<file path="src/rtl/jedro_1_mem_arbiter.sv">
`default_nettype none
// ============================================================================
// Module   : jedro_1_mem_arbiter
// Purpose  : Shares one single-port, byte-write RAM with 1-cycle read latency
//            between the jedro_1 instruction-fetch port (read-only) and the
//            data port (read/write). One grant per cycle. Data has priority,
//            but fetch is granted after MAX_DATA_STREAK consecutive data
//            grants that it waited through.
// Ports    : clk_i / rstn_i           clock, async active-low reset
//            instr_req/addr -> gnt    fetch request side (combinational gnt)
//            instr_rvalid/rdata       fetch response, 1 cycle after grant
//            data_req/we/addr/wdata   data request side (combinational gnt)
//            data_rvalid/rdata        data response (reads and write acks)
//            mem_en/we/addr/wdata     RAM request, driven by the granted port
//            mem_rdata_i              RAM read data, valid cycle after mem_en
// Revision : 1.0 - initial release
// ============================================================================
module jedro_1_mem_arbiter #(
  parameter int ADDR_WIDTH      = 32,
  parameter int DATA_WIDTH      = 32,
  parameter int MAX_DATA_STREAK = 4
) (
  input  logic                    clk_i,
  input  logic                    rstn_i,
  input  logic                    instr_req_i,
  input  logic [ADDR_WIDTH-1:0]   instr_addr_i,
  output logic                    instr_gnt_o,
  output logic                    instr_rvalid_o,
  output logic [DATA_WIDTH-1:0]   instr_rdata_o,
  input  logic                    data_req_i,
  input  logic [DATA_WIDTH/8-1:0] data_we_i,
  input  logic [ADDR_WIDTH-1:0]   data_addr_i,
  input  logic [DATA_WIDTH-1:0]   data_wdata_i,
  output logic                    data_gnt_o,
  output logic                    data_rvalid_o,
  output logic [DATA_WIDTH-1:0]   data_rdata_o,
  output logic                    mem_en_o,
  output logic [DATA_WIDTH/8-1:0] mem_we_o,
  output logic [ADDR_WIDTH-1:0]   mem_addr_o,
  output logic [DATA_WIDTH-1:0]   mem_wdata_o,
  input  logic [DATA_WIDTH-1:0]   mem_rdata_i
);

  localparam int       WE_WIDTH   = DATA_WIDTH / 8;
  localparam logic [3:0] STREAK_MAX = 4'(MAX_DATA_STREAK);

  // Response owner encoding
  localparam logic [1:0] RESP_NONE  = 2'd0;
  localparam logic [1:0] RESP_INSTR = 2'd1;
  localparam logic [1:0] RESP_DATA  = 2'd2;

  logic [1:0] resp_q, resp_d;
  logic [3:0] streak_q, streak_d;
  logic       grant_instr, grant_data;

  // Grant decision. Fetch only beats a competing data request once the data
  // streak has reached its limit. Everything is gated off while in reset.
  always_comb begin
    grant_instr = 1'b0;
    grant_data  = 1'b0;
    if (rstn_i) begin
      if (data_req_i && !(instr_req_i && (streak_q == STREAK_MAX))) begin
        grant_data = 1'b1;
      end else if (instr_req_i) begin
        grant_instr = 1'b1;
      end
    end
  end

  assign instr_gnt_o = grant_instr;
  assign data_gnt_o  = grant_data;

  // RAM request mux; fetch never writes, idle drives everything low.
  always_comb begin
    mem_en_o    = 1'b0;
    mem_we_o    = '0;
    mem_addr_o  = '0;
    mem_wdata_o = '0;
    if (grant_data) begin
      mem_en_o    = 1'b1;
      mem_we_o    = data_we_i;
      mem_addr_o  = data_addr_i;
      mem_wdata_o = data_wdata_i;
    end else if (grant_instr) begin
      mem_en_o    = 1'b1;
      mem_we_o    = {WE_WIDTH{1'b0}};
      mem_addr_o  = instr_addr_i;
    end
  end

  // State register: response owner and data-streak counter
  always_ff @(posedge clk_i or negedge rstn_i) begin
    if (!rstn_i) begin
      resp_q   <= RESP_NONE;
      streak_q <= 4'd0;
    end else begin
      resp_q   <= resp_d;
      streak_q <= streak_d;
    end
  end

  // Next-state logic
  always_comb begin
    resp_d = RESP_NONE;
    if (grant_data) begin
      resp_d = RESP_DATA;
    end else if (grant_instr) begin
      resp_d = RESP_INSTR;
    end

    // Streak only counts data grants that fetch actually waited through.
    streak_d = streak_q;
    if (grant_instr || !instr_req_i) begin
      streak_d = 4'd0;
    end else if (grant_data && (streak_q != STREAK_MAX)) begin
      streak_d = streak_q + 4'd1;
    end
  end

  // Response routing: only the owner sees valid and read data.
  always_comb begin
    instr_rvalid_o = 1'b0;
    instr_rdata_o  = '0;
    data_rvalid_o  = 1'b0;
    data_rdata_o   = '0;
    case (resp_q)
      RESP_INSTR: begin
        instr_rvalid_o = 1'b1;
        instr_rdata_o  = mem_rdata_i;
      end
      RESP_DATA: begin
        data_rvalid_o = 1'b1;
        data_rdata_o  = mem_rdata_i;
      end
      default: begin
      end
    endcase
  end

endmodule
`default_nettype wire

</file>
<file path="config.mk">
export PLATFORM = sky130hd
export DESIGN_NAME = jedro_1_mem_arbiter
export DESIGN_NICKNAME = d
export VERILOG_FILES = /design/src/rtl/jedro_1_mem_arbiter.sv
export SDC_FILE = /design/constraint.sdc
export NUM_CORES = 1
export LEC_CHECK = 0
export BUFFER_PORTS_ARGS = -buffer_cell sky130_fd_sc_hd__buf_2
export CORE_AREA = 2 2 105 107
export CTS_CLUSTER_SIZE = 30
export DETAILED_ROUTE_END_ITERATION = 8
export DIE_AREA = 0 0 107 109
export PLACE_DENSITY = 0.57
export SYNTH_ARGS = -nofsm -noshare
export SYNTH_HDL_FRONTEND = slang
export SYNTH_SLANG_ARGS = --single-unit
</file>
<file path="constraint.sdc">
create_clock -name clk_i -period 2.1 [get_ports clk_i]
set_clock_uncertainty 0.05 [all_clocks]
set_input_delay 0.315 -clock clk_i [delete_from_list [all_inputs] [get_ports clk_i]]
set_output_delay 0.315 -clock clk_i [all_outputs]
set_load 0.02 [all_outputs]
</file>
; Word level (Yosys, flattened, before mapping)
; Index checks and enable logic that the tools add are counted.
[word_totals]
regBits = 6
input_bits = 136
[classes]
reduce_logical = 7
n_eq_ne = 4
muxes = 19
addsub = 1
[op_table]
columns = cell, n
row1 = 32-bit 2-to-1 mux, 5
row2 = 4-bit 2-to-1 mux, 3
row3 = 1-bit 2-to-1 mux, 10
row4 = "4-bit by 1-bit adder with 4-bit output, second input constant", 1
row5 = "4-bit by 3-bit == test with 1-bit output, second input constant", 1
row6 = "4-bit by 3-bit != test with 1-bit output, second input constant", 1
row7 = 1-bit logical AND, 3
row8 = "2-bit by 1-bit == test with 1-bit output, second input constant", 1
row9 = "2-bit == test, second input constant", 1
row10 = 1-bit logical NOT, 2
row11 = 2-bit 2-to-1 mux, 1
row12 = 2-bit nonzero test, 1
row13 = 1-bit logical OR, 1

; Depth between registers and ports, before layout
; Gate-level depths: netlist of the first run.
[logic_depth]
depth_word = 9
ltp_mapped = 7

; Worst setup path before layout of the first run
; Ideal clock, no wire load.
[synth_timing]
path_kind = register to output
start = register streak_q[0]
end = output mem_wdata_o[10]
path_buffers = 1
t_arrival_ns = 1.581
path_stages_with_launch = 7
slack_ns = 0.154
path_cell_list = dfrtp_1 > inv_1 > ha_1 > nand3b_4 > o211a_4 > clkbuf_1 > and2_1
[synth_via]
elab_chain_cells = 7
[synth_lines]
columns = element, line_no
row1 = from (decl), 53  ; logic [3:0] streak_q, streak_d;
row2 = from (signal assigned), 98  ; streak_q <= streak_d;
row3 = 4-bit by 3-bit == test with 1-bit output, 62  ; if (data_req_i && !(instr_req_i && (streak_q == STREAK_MAX))) begin
row4 = 1-bit logical AND, 62
row5 = 1-bit logical NOT, 62
row6 = 1-bit logical AND, 62
row7 = 1-bit 2-to-1 mux, 62
row8 = 1-bit 2-to-1 mux, 61  ; if (rstn_i) begin
row9 = named net data_gnt_o, 34  ; output logic data_gnt_o,
row10 = 32-bit 2-to-1 mux, 79  ; if (grant_data) begin
row11 = to (decl), 40  ; output logic [DATA_WIDTH-1:0] mem_wdata_o,
; The timed path passes the listed nets, and every way through them passes these cells.

; Final worst setup path of the first run
[layout_timing]
start = register streak_q[1]
end = output mem_addr_o[21]
[layout_via]
elab_chain_cells = 8
elab_cells_between_ends = 10
classes_between = eq/ne: 1 / mux: 6 / reduce/logical: 3
[layout_lines]
columns = element, line_no
row1 = 4-bit by 3-bit == test with 1-bit output *, 62
row2 = 1-bit logical AND *, 62
row3 = 1-bit logical NOT *, 62
row4 = 1-bit logical AND *, 62
row5 = 1-bit 2-to-1 mux, 62
row6 = 1-bit 2-to-1 mux, 61
row7 = 32-bit 2-to-1 mux, 84  ; end else if (grant_instr) begin
row8 = 32-bit 2-to-1 mux *, 79
row9 = to (decl), 39  ; output logic [ADDR_WIDTH-1:0] mem_addr_o,
; Every way passes the cells marked *; elsewhere a longest branch is shown, timed or not.

==> results of run 1 <==
==> kinds of logic after synthesis <==
| family | Yosys count | synth area share (%) |
|---|---|---|
| AOI/OAI and AO/OA | 41 | 25.9 |
| DFF | 6 | 11.1 |
| adders and majority gates | 2 | 1.85 |
| buffers and inverters | 21 | 7.57 |
| and+or+nand+nor | 114 | 53.6 |
==> power by group <==
part / total, mW / internal, mW / switching (mW)
Combinational: 0.612 / 0.291 / 0.321
Clock: 0.171 / 0.123 / 0.0483
Sequential: 0.121 / 0.120 / 0.00178
==> cell type report <==
| cell class | count | area [um^2] | area share [%] |
|---|---|---|---|
| Clock buffer | 3 | 41.3 | 1.26 |
| Multi-Input combinational cell | 166 | 1260 | 38.3 |
| Inverter | 4 | 15.0 | 0.457 |
| Timing Repair Buffer | 282 | 1640 | 50.0 |
| Sequential cell | 6 | 150 | 4.57 |
| Tap cell | 140 | 175 | 5.34 |
==> path summary, 6_finish.rpt <==
kind | slack [ps] | endpoint | start
setup / recovery | -30 | mem_addr_o[21] | streak_q[1]
max in group asynchronous | 1630 | streak_q[3] | rstn_i
hold reg to reg | 500 | streak_q[3] | streak_q[3]
hold / removal | 230 | streak_q[2] | rstn_i
min in group clk_i | 400 | streak_q[3] | instr_req_i
setup reg to reg | 710 | streak_q[3] | streak_q[1]
==> registers in the layout (all words and copies together), names as in the netlist <==
| name | count |
|---|---|
| resp_q | 2 |
| streak_q | 4 |
==> cell usage after synthesis (all sizes together), types with 2 or more instances <==
| master | count | share of area (%) |
|---|---|---|
| and2 | 100 | 46 |
| nand2 | 3 | 0.83 |
| nand2b | 2 | 0.92 |
| ha | 2 | 1.8 |
| o21ai | 2 | 0.74 |
| a21oi | 2 | 1.0 |
| clkbuf | 9 | 2.6 |
| dfrtp | 6 | 11 |
| a22o | 32 | 21 |
| inv | 4 | 1.1 |
| buf | 8 | 3.9 |
| nand4b | 2 | 1.3 |
| nor2b | 3 | 1.4 |
==> metal layers <==
metal / routed length, um / share of wire, % / vias up
met5: 0 / 0 / -
met4: 16 / 0.20 / 0
met3: 625 / 7.8 / 2
met2: 4510 / 56 / 154
met1: 2860 / 36 / 1105
li1: - / - / 1203
==> what timing repair did <==
| action | in CTS | in global routing |
|---|---|---|
| setup buffers | 5 | 1 |
| gates cloned | 10 | 1 |
| gates resized for setup | 59 | 20 |
| pin swaps | 4 | 6 |
| endpoints found under the setup margin | 69 | 51 |
==> metrics by stage <==
step / utilization (%) / instances / hold slack (ps) / setup TNS, ps
floorplan: - / 184 / -30.6 / 0
global placement: 26.9 / 584 / 236 / 0
detailed placement: 26.9 / 584 / 242 / -151
CTS: 30.8 / 602 / 213 / -261
global route: 31.0 / 601 / 261 / -3380
finish: 31.0 / 601 / 230 / -334
==> key figures, run 1 <==
Outcome
  – Status: finished with violations
  – Failing checks: negative setup slack

CTS
  – Root buffer cell: clkbuf_8
  – Hold-fix buffers, CTS: 0
  – CTS tree: yes
  – Clock Pin Slew Worst Setup and Hold Paths: roughly 40 ps
  – Cts bufs inserted: 3
  – Max Root-Sink Buffers: 2
  – Clock sinks: 6
  – Clock Latency Late Sink: 220 ps
  – Htree depth: 1

Placed design
  – Hpwl dp: 5.36 mm
  – Dpl cell area: about 2900 um^2
  – Port bufs: 272
  – Gpl congestion: 0.795
  – Place WS: -32.9 ps

STA
  – Worst rel slew slack: 68.8%
  – Achievable Freq: 470 MHz
  – Endpoints failing setup: 27
  – Final hold violations: 0
  – Tcrit/Tclk final: 101%
  – Crit path time final: approximately 2100 ps
  – PnR worst setup slack: -29.8 ps
  – Max Slew Vio Count: 0
  – Worst-margin pin slew: 467 ps
  – Unrepaired setup endpoints after global routing: yes

Setup path
  – Crit path depth: 6
  – Max Fanout on Critical Path: 9
  – CP max-delay cell: dfrtp_1
  – Critical Path AT: ~1800 ps
  – Worst path bufs/invs: 2
  – Crit. End Element: output pin
  – CP Launch Type: flip-flop
  – Worst stage delay on the critical path: 380 ps
  – Worst-path cell chain: inv_2 > ha_4 > nand3b_4 > o211a_4 > a22o_1 > buf_6
  – R2R cell count: 6
  – Critical path type: reg2out
  – Family with the most delay on the worst path: compound AO/OA/AOI/OAI gates
  – Worst endpoint required time: 1740 ps

Synth
  – Mapped Area: 1360 um^2
  – Avg Inst Size Synth: roughly 7.4 um^2
  – Post-synthesis cell count: 184
  – Register bit total from synthesis: 6
  – Ys async rst share: between 90% and 100%
  – Syn Nets: approximately 320
  – Distinct cells, synth: 25
  – YS warnings: 0
  – Ys flop type: dfrtp_1
  – Count of flip-flops with a built-in enable after synthesis: 0
  – Seq/Total Area, Yosys: 11.1%

Cells and area
  – Share of cells above drive strength 1: 65.1%
  – Final std cell area, no fill: 3280 um^2
  – Layout overhead on the synthesized area: 142%
  – Number of fill cells: around 1,100
  – Number of diodes: 0
  – Most common cell after layout, fill and taps aside: buf_2
  – Final nets: 601
  – Most frequent cells in the layout: buf_2, and2_1, a22o_1

Global routing
  – Number of global-route vias before repair: 2,218
  – GRT Overall Usage: between 10% and 20%
  – Initial antenna violation count: 0
  – Met1 Track Usage GR: roughly an eighth
  – Met3 Usage GRT: 1.79%
  – GR peak layer: met2
  – Gr ovfl total: 0
  – Pin count of the biggest net entering global routing: 34
  – Met2 GRT Util: 24.8%
  – First-pass GRT wire length: ~11 mm

Detailed routing
  – Drt first pass iters: 4
  – DRT iter0 DRCs: 85
  – Vias per cell: between 4 and 5
  – Post-DRT Antenna Nets: 0
  – Final routed DRC violation total: 0
  – WL final: 8.01 mm
  – Routed wire per std cell: 13.3 um
  – Via count: 2,464

Hold path
  – Min-Delay Path Class: in2async

Floorplan
  – Number of top-level pins: 273
  – Core area: 10,600 um^2
  – Total die area: about 12,000 um^2
  – Die Ht: between 100 and 150 um
  – FP Rows: 38
  – Die width: between 100 and 150 um
  – Starting Density: 12.8%

Pwr
  – Total power: 0.905 mW
  – PD cells: 276 nW/um^2
  – Maximum vdd drop: 0.252 mV
  – Lkg Pwr: 1.95 nW

Run
  – Maxcap violations: 0
No activity file was read; power rests on OpenSTA's default activity.
==> run 2: changes to the inputs <==
Settings changed: SETUP_SLACK_MARGIN from default to 0.2.
==> run 2 against run 1 <==
Net effect:
- the flow still finishes with violations (negative setup slack)
- total power grew 9.4%
- maximum frequency shrank 1.8%
- cell area grew 9.8%
- via count grew 6.0%
- global-route usage grew 3.1 points
- critical endpoint is now mem_addr_o[24]
- highest routed layer unchanged
==> key figures, run 2 (synthesis results as in run 1) <==
Outcome
  – Status: finished with violations
  – Failing checks: negative setup slack

Pwr
  – P_sw: 0.406 mW
  – Sequential share of power: 12.3%
  – Maximum vdd drop: 0.145 mV
  – Clock power share: 17.2%
  – Sw frac: ~41%
  – Pint: 0.584 mW
  – Lkg Pwr: 2.08 nW
  – PD cells: between 200 and 300 nW/um^2
  – Comb pwr share: 70.5%

Setup path
  – Critical Path AT: 1800 ps
  – Worst endpoint required time: 1740 ps
  – Critical path type: reg2out
  – Max Fanout on Critical Path: 8
  – Crit. End Element: output pin
  – CP Launch Type: flip-flop

STA
  – Max Slew Vio Count: 0
  – Unrepaired setup endpoints after global routing: yes
  – PnR worst setup slack: -69.9 ps
  – Final hold slack: 235 ps
  – Worst rel slew slack: 69.9%
  – Endpoints failing setup: 51
  – Final hold violations: 0
  – Achievable Freq: 461 MHz
  – Crit path time final: 2170 ps
  – Worst-margin pin slew: roughly 450 ps
  – Tcrit/Tclk final: 103%

Cells and area
  – Layout Cells excl Fill: 607
  – Final std cell area, no fill: 3600 um^2
  – Most common cell after layout, fill and taps aside: buf_2
  – Layout overhead on the synthesized area: 166%
  – Number of fill cells: 1,104
  – Final nets: 607
  – Share of cells above drive strength 1: 70.0%
  – Number of diodes: 0
  – Most flops, register: streak_q
  – Max reg flops: 4
  – Most frequent cells in the layout: buf_2, and2_1, buf_6
  – Regs by FF count: streak_q: 4 flops, resp_q: 2 flops

Placed design
  – Gpl congestion: 0.847
  – Cells after DPL: 584
  – Place WS: -113 ps
  – Port bufs: roughly 270
  – Hpwl dp: ~7 mm
  – Dpl cell area: 2850 um^2

Floorplan
  – Total die area: 11,700 um^2
  – FP Rows: 38
  – Die width: roughly 110 um
  – Number of top-level pins: about 270
  – Die Ht: 109 um
  – Core area: 10,600 um^2
  – Starting Density: about an eighth

Global routing
  – Gr ovfl total: 0
  – Pin count of the biggest net entering global routing: 34
  – GRT Overall Usage: 14.9%
  – First-pass GRT wire length: 13.3 mm
  – Initial antenna violation count: 0
  – Number of global-route vias before repair: 2,406

CTS
  – Htree depth: 1
  – Root buffer cell: clkbuf_8
  – Cts bufs inserted: 3
  – Clock Latency Late Sink: roughly 220 ps
  – Clock sinks: 6
  – Max Root-Sink Buffers: 2
  – Clock Pin Slew Worst Setup and Hold Paths: roughly 30 ps
  – CTS tree: yes

Hold path
  – Min-Delay Path Class: in2async

Detailed routing
  – Routed wire per std cell: 16.5 um
  – Via count: 2,611
  – Drt first pass iters: 4
  – Vias per cell: 4.30
  – WL final: 10.0 mm
  – Post-DRT Antenna Nets: 0
  – DRT iter0 DRCs: 219
  – Final routed DRC violation total: 0

Run
  – Maxcap violations: 0
[run 2: cell count changes in the layout (fill, tap and decap cells not counted), moves of 2 or more]
| cell | delta |
|---|---|
| a22o_1 | -4 |
| a22o_4 | +4 |
| and2_1 | -17 |
| and2_4 | +17 |
| buf_12 | +2 |
| buf_16 | +2 |
| buf_2 | -17 |
| buf_4 | +2 |
| buf_6 | +17 |
| clkbuf_16 | +2 |
[run 2: what timing repair did]
| item | in CTS | in global routing |
|---|---|---|
| setup endpoints to repair | 70 | 70 |
| cloned | 10 | 2 |
| resized for setup | 116 | 17 |
| setup buffers | 6 | 2 |
| pin swaps | 13 | 1 |
| hold buffers | 0 | 0 |
[run 2: power groups by stage]
stage               combinational [mW]  clock [mW]  sequential (mW)
floorplan                        0.276           0            0.123
detailed placement               0.542           0            0.123
global placement                 0.537           0            0.123
CTS                              0.676       0.177            0.122
global route                     0.739       0.181            0.122
finish                           0.698       0.170            0.122
[run 2: final timing paths]
path / startpoint / end / slack [ps] / cells after the start
max: streak_q[1] / mem_addr_o[24] / -70 / 8
min: rstn_i / streak_q[1] / 240 / 2
max reg2reg: streak_q[1] / streak_q[3] / 540 / 7
min reg2reg: streak_q[3] / streak_q[3] / 560 / 1
max in group asynchronous: rstn_i / streak_q[2] / 1620 / 2
min in group clk_i: instr_req_i / streak_q[3] / 430 / 3
[run 2: metal layers]
metal	track usage [%]	wire [um]	vias to the layer above
met5	0	0	-
met4	4.73	216	0
met3	2.45	821	16
met2	28.8	5300	184
met1	16.7	3670	1200
li1	-	-	1211
[run 2: cell type report]
type,instances,area (um^2),area share (%)
timing repair buffer,289,1890,52.6
multi-input combinational,165,1330,36.8
tap,140,175,4.86
sequential,6,150,4.17
clock buffer,3,41.3,1.15
inverter,4,15.0,0.417
[run 2: metrics by stage]
| step | util (%) | power (mW) | TNS [ps] |
|---|---|---|---|
| finish | 34.0 | 0.990 | -2200 |
| global route | 34.0 | 1.04 | -5760 |
| CTS | 32.8 | 0.975 | -1830 |
| detailed placement | 26.9 | 0.664 | -1950 |
| global placement | 26.9 | 0.660 | -188 |
| floorplan | - | 0.399 | 0 |
[run 2: worst max-delay path, cell delays in order, from the launching register on]
cell	delay [ps]
dfrtp_1	390
inv_2	80
ha_4	160
nand3b_4	140
a21oi_4	240
buf_6	150
clkbuf_16	150
a22o_1	150
buf_6	120
==> run 3: changes to the inputs <==
Settings changed: RECOVER_POWER from default to 25.
==> run 3 against run 2 <==
Net effect:
- the run still ends with negative setup slack left
- maximum frequency rose by 0.33%
- final cell count did not move
- via count fell by 0.15%
- cell area fell by 0.21%
- largest cell class unchanged
- critical path depth did not move
- flip-flop and latch count did not move
- global-route usage did not move
- critical path type unchanged
- count of clock-buffer cells in the layout did not move
- sequential share of layout area barely moved
- clock power barely moved
- hold slack improved by 100 ps
==> key figures, run 3 (synthesis results as in run 1) <==
Setup path
  – Reg-to-Reg End: streak_q[3]
  – CP Launch Type: flip-flop
  – CP max-delay cell: dfrtp_1
  – Crit. End Element: output pin
  – Critical path type: reg2out
  – Max Fanout on Critical Path: 8
  – Cell mode on critical path: buf_6
  – CP Launch Point: streak_q[0]
  – Reg2reg start: streak_q[1]
  – Reg2reg setup slack: 500 ps
  – Worst endpoint required time: 1740 ps
  – Critical Path AT: approximately 1800 ps
  – Family with the most delay on the worst path: buffers and inverters
  – Worst stage delay on the critical path: 380 ps
  – Worst path bufs/invs: 4
  – R2R cell count: 7
  – Worst-path cell chain: inv_2 > ha_4 > nand3b_4 > a21oi_4 > buf_6 > clkbuf_16 > a22o_1 > buf_6

Floorplan
  – Die Ht: around 110 um
  – Number of top-level pins: 273
  – Die width: 107 um
  – FP Rows: 38
  – Core area: 10,600 um^2
  – Starting Density: between 10% and 20%
  – Total die area: around 12,000 um^2

Cells and area
  – Share of cells above drive strength 1: 69.6%
  – Number of fill cells: 1,105
  – Regs by FF count: streak_q: 4 flops, resp_q: 2 flops
  – Utilization after layout: 33.9%
  – Sequential cell area: 150 um^2
  – Final std cell area, no fill: 3600 um^2
  – Most flops, register: streak_q
  – Max reg flops: 4
  – Most common cell after layout, fill and taps aside: buf_2
  – Final nets: 607
  – Multi-input gate area: 1330 um^2
  – Most frequent cells in the layout: buf_2, and2_1, buf_6
  – Number of diodes: 0
  – Layout overhead on the synthesized area: 165%

STA
  – Tcrit/Tclk final: 103%
  – Max Slew Vio Count: 0
  – Final hold violations: 0
  – Achievable Freq: around 460 MHz
  – Worst-margin pin slew: 540 ps
  – Endpoints failing setup: around 50
  – Worst rel slew slack: 64.0%
  – Unrepaired setup endpoints after global routing: yes
  – Crit path time final: approximately 2200 ps
  – PnR worst setup slack: -62.7 ps
  – Final hold slack: 338 ps

CTS
  – Clock Pin Slew Worst Setup and Hold Paths: 40 ps
  – Max Root-Sink Buffers: 2
  – CTS tree: yes
  – Hold-fix buffers, CTS: 0
  – Cts bufs inserted: 3
  – Root buffer cell: clkbuf_8
  – Htree depth: 1
  – Clock sinks: 6
  – Clock Latency Late Sink: 220 ps

Detailed routing
  – Final routed DRC violation total: 0
  – Post-DRT Antenna Nets: 0
  – Vias per cell: between 4 and 5
  – WL final: between 10 and 15 mm
  – Via count: 2,607
  – DRT iter0 DRCs: 218
  – Drt first pass iters: 4
  – Routed wire per std cell: 16.5 um

Global routing
  – GR peak layer: met2
  – Met1 Track Usage GR: roughly 17%
  – Initial antenna violation count: 0
  – First-pass GRT wire length: 13.3 mm
  – GRT Overall Usage: 14.9%
  – Met2 GRT Util: 28.8%
  – Met3 Usage GRT: 2.45%
  – Number of global-route vias before repair: 2,406
  – Gr ovfl total: 0
  – Pin count of the biggest net entering global routing: 34

Placed design
  – Gpl congestion: around 0.85
  – Hpwl dp: 7.15 mm
  – Port bufs: 272
  – Dpl cell area: roughly 2900 um^2
  – Place WS: -113 ps

Pwr
  – Maximum vdd drop: 0.145 mV
  – Total power: 0.989 mW
  – PD cells: 275 nW/um^2
  – Lkg Pwr: between 2 and 2.5 nW

Outcome
  – Status: finished with violations
  – Failing checks: negative setup slack

Hold path
  – Min-Delay Path Class: in2async

Run
  – Maxcap violations: 0
run 3: cell types whose count changed in the layout (fill, tap and decap cells not counted), sizes merged:
cell,change
clkbuf,+2
buf,-2
run 3: metal layers:
layer	up-vias	share of wire [%]
met1	1196	37
met3	16	8.2
li1	1211	-
met4	0	2.2
met2	184	53
met5	-	0
run 3: how the worst max path moves through the flow:
| stage | slack, ps | to | cells past startpoint |
|---|---|---|---|
| 6_report | -60 | mem_addr_o[24] | 8 |
| 5_1_grt | -140 | mem_addr_o[24] | 8 |
| 4_1_cts | -70 | mem_addr_o[30] | 8 |
| 3_5_place_dp | -110 | mem_addr_o[18] | 6 |
| 3_3_place_gp | -50 | mem_addr_o[20] | 6 |
| 2_1_floorplan | 230 | mem_addr_o[22] | 6 |
run 3: cell type report:
type                            count  area share [%]
Clock buffer                        3            1.15
Inverter                            4           0.418
Multi-Input combinational cell    165            36.9
Sequential cell                     6            4.18
Tap cell                          140            4.87
Timing Repair Buffer              289            52.5
run 3: what timing repair did:
item | 4_1_cts | 5_1_grt
endpoints found under the setup margin | 70 | 70
gates resized for setup | 116 | 17
cloned | 10 | 2
buffers inserted | 6 | 2
pin swaps | 13 | 1
run 3: worst reg2reg max path, cell delays in order (launching register included):
cell      delay (ps)
dfrtp_1          360
inv_2             60
ha_4             170
buf_12           120
nand3b_4         110
clkbuf_1         150
nand4_1          180
o31ai_1          290
run 3: stage by stage:
stage | std cells | TNS, ps
floorplan | 184 | 0
global placement | 584 | -188
detailed placement | 584 | -1950
CTS | 603 | -1830
global route | 607 | -5740
finish | 607 | -1830
run 3: report_power, final:
group          leakage [nW]  internal (mW)  switching [mW]
Clock                0.0216          0.123          0.0478
Sequential           0.0816          0.120         0.00197
Combinational          1.97          0.340           0.357
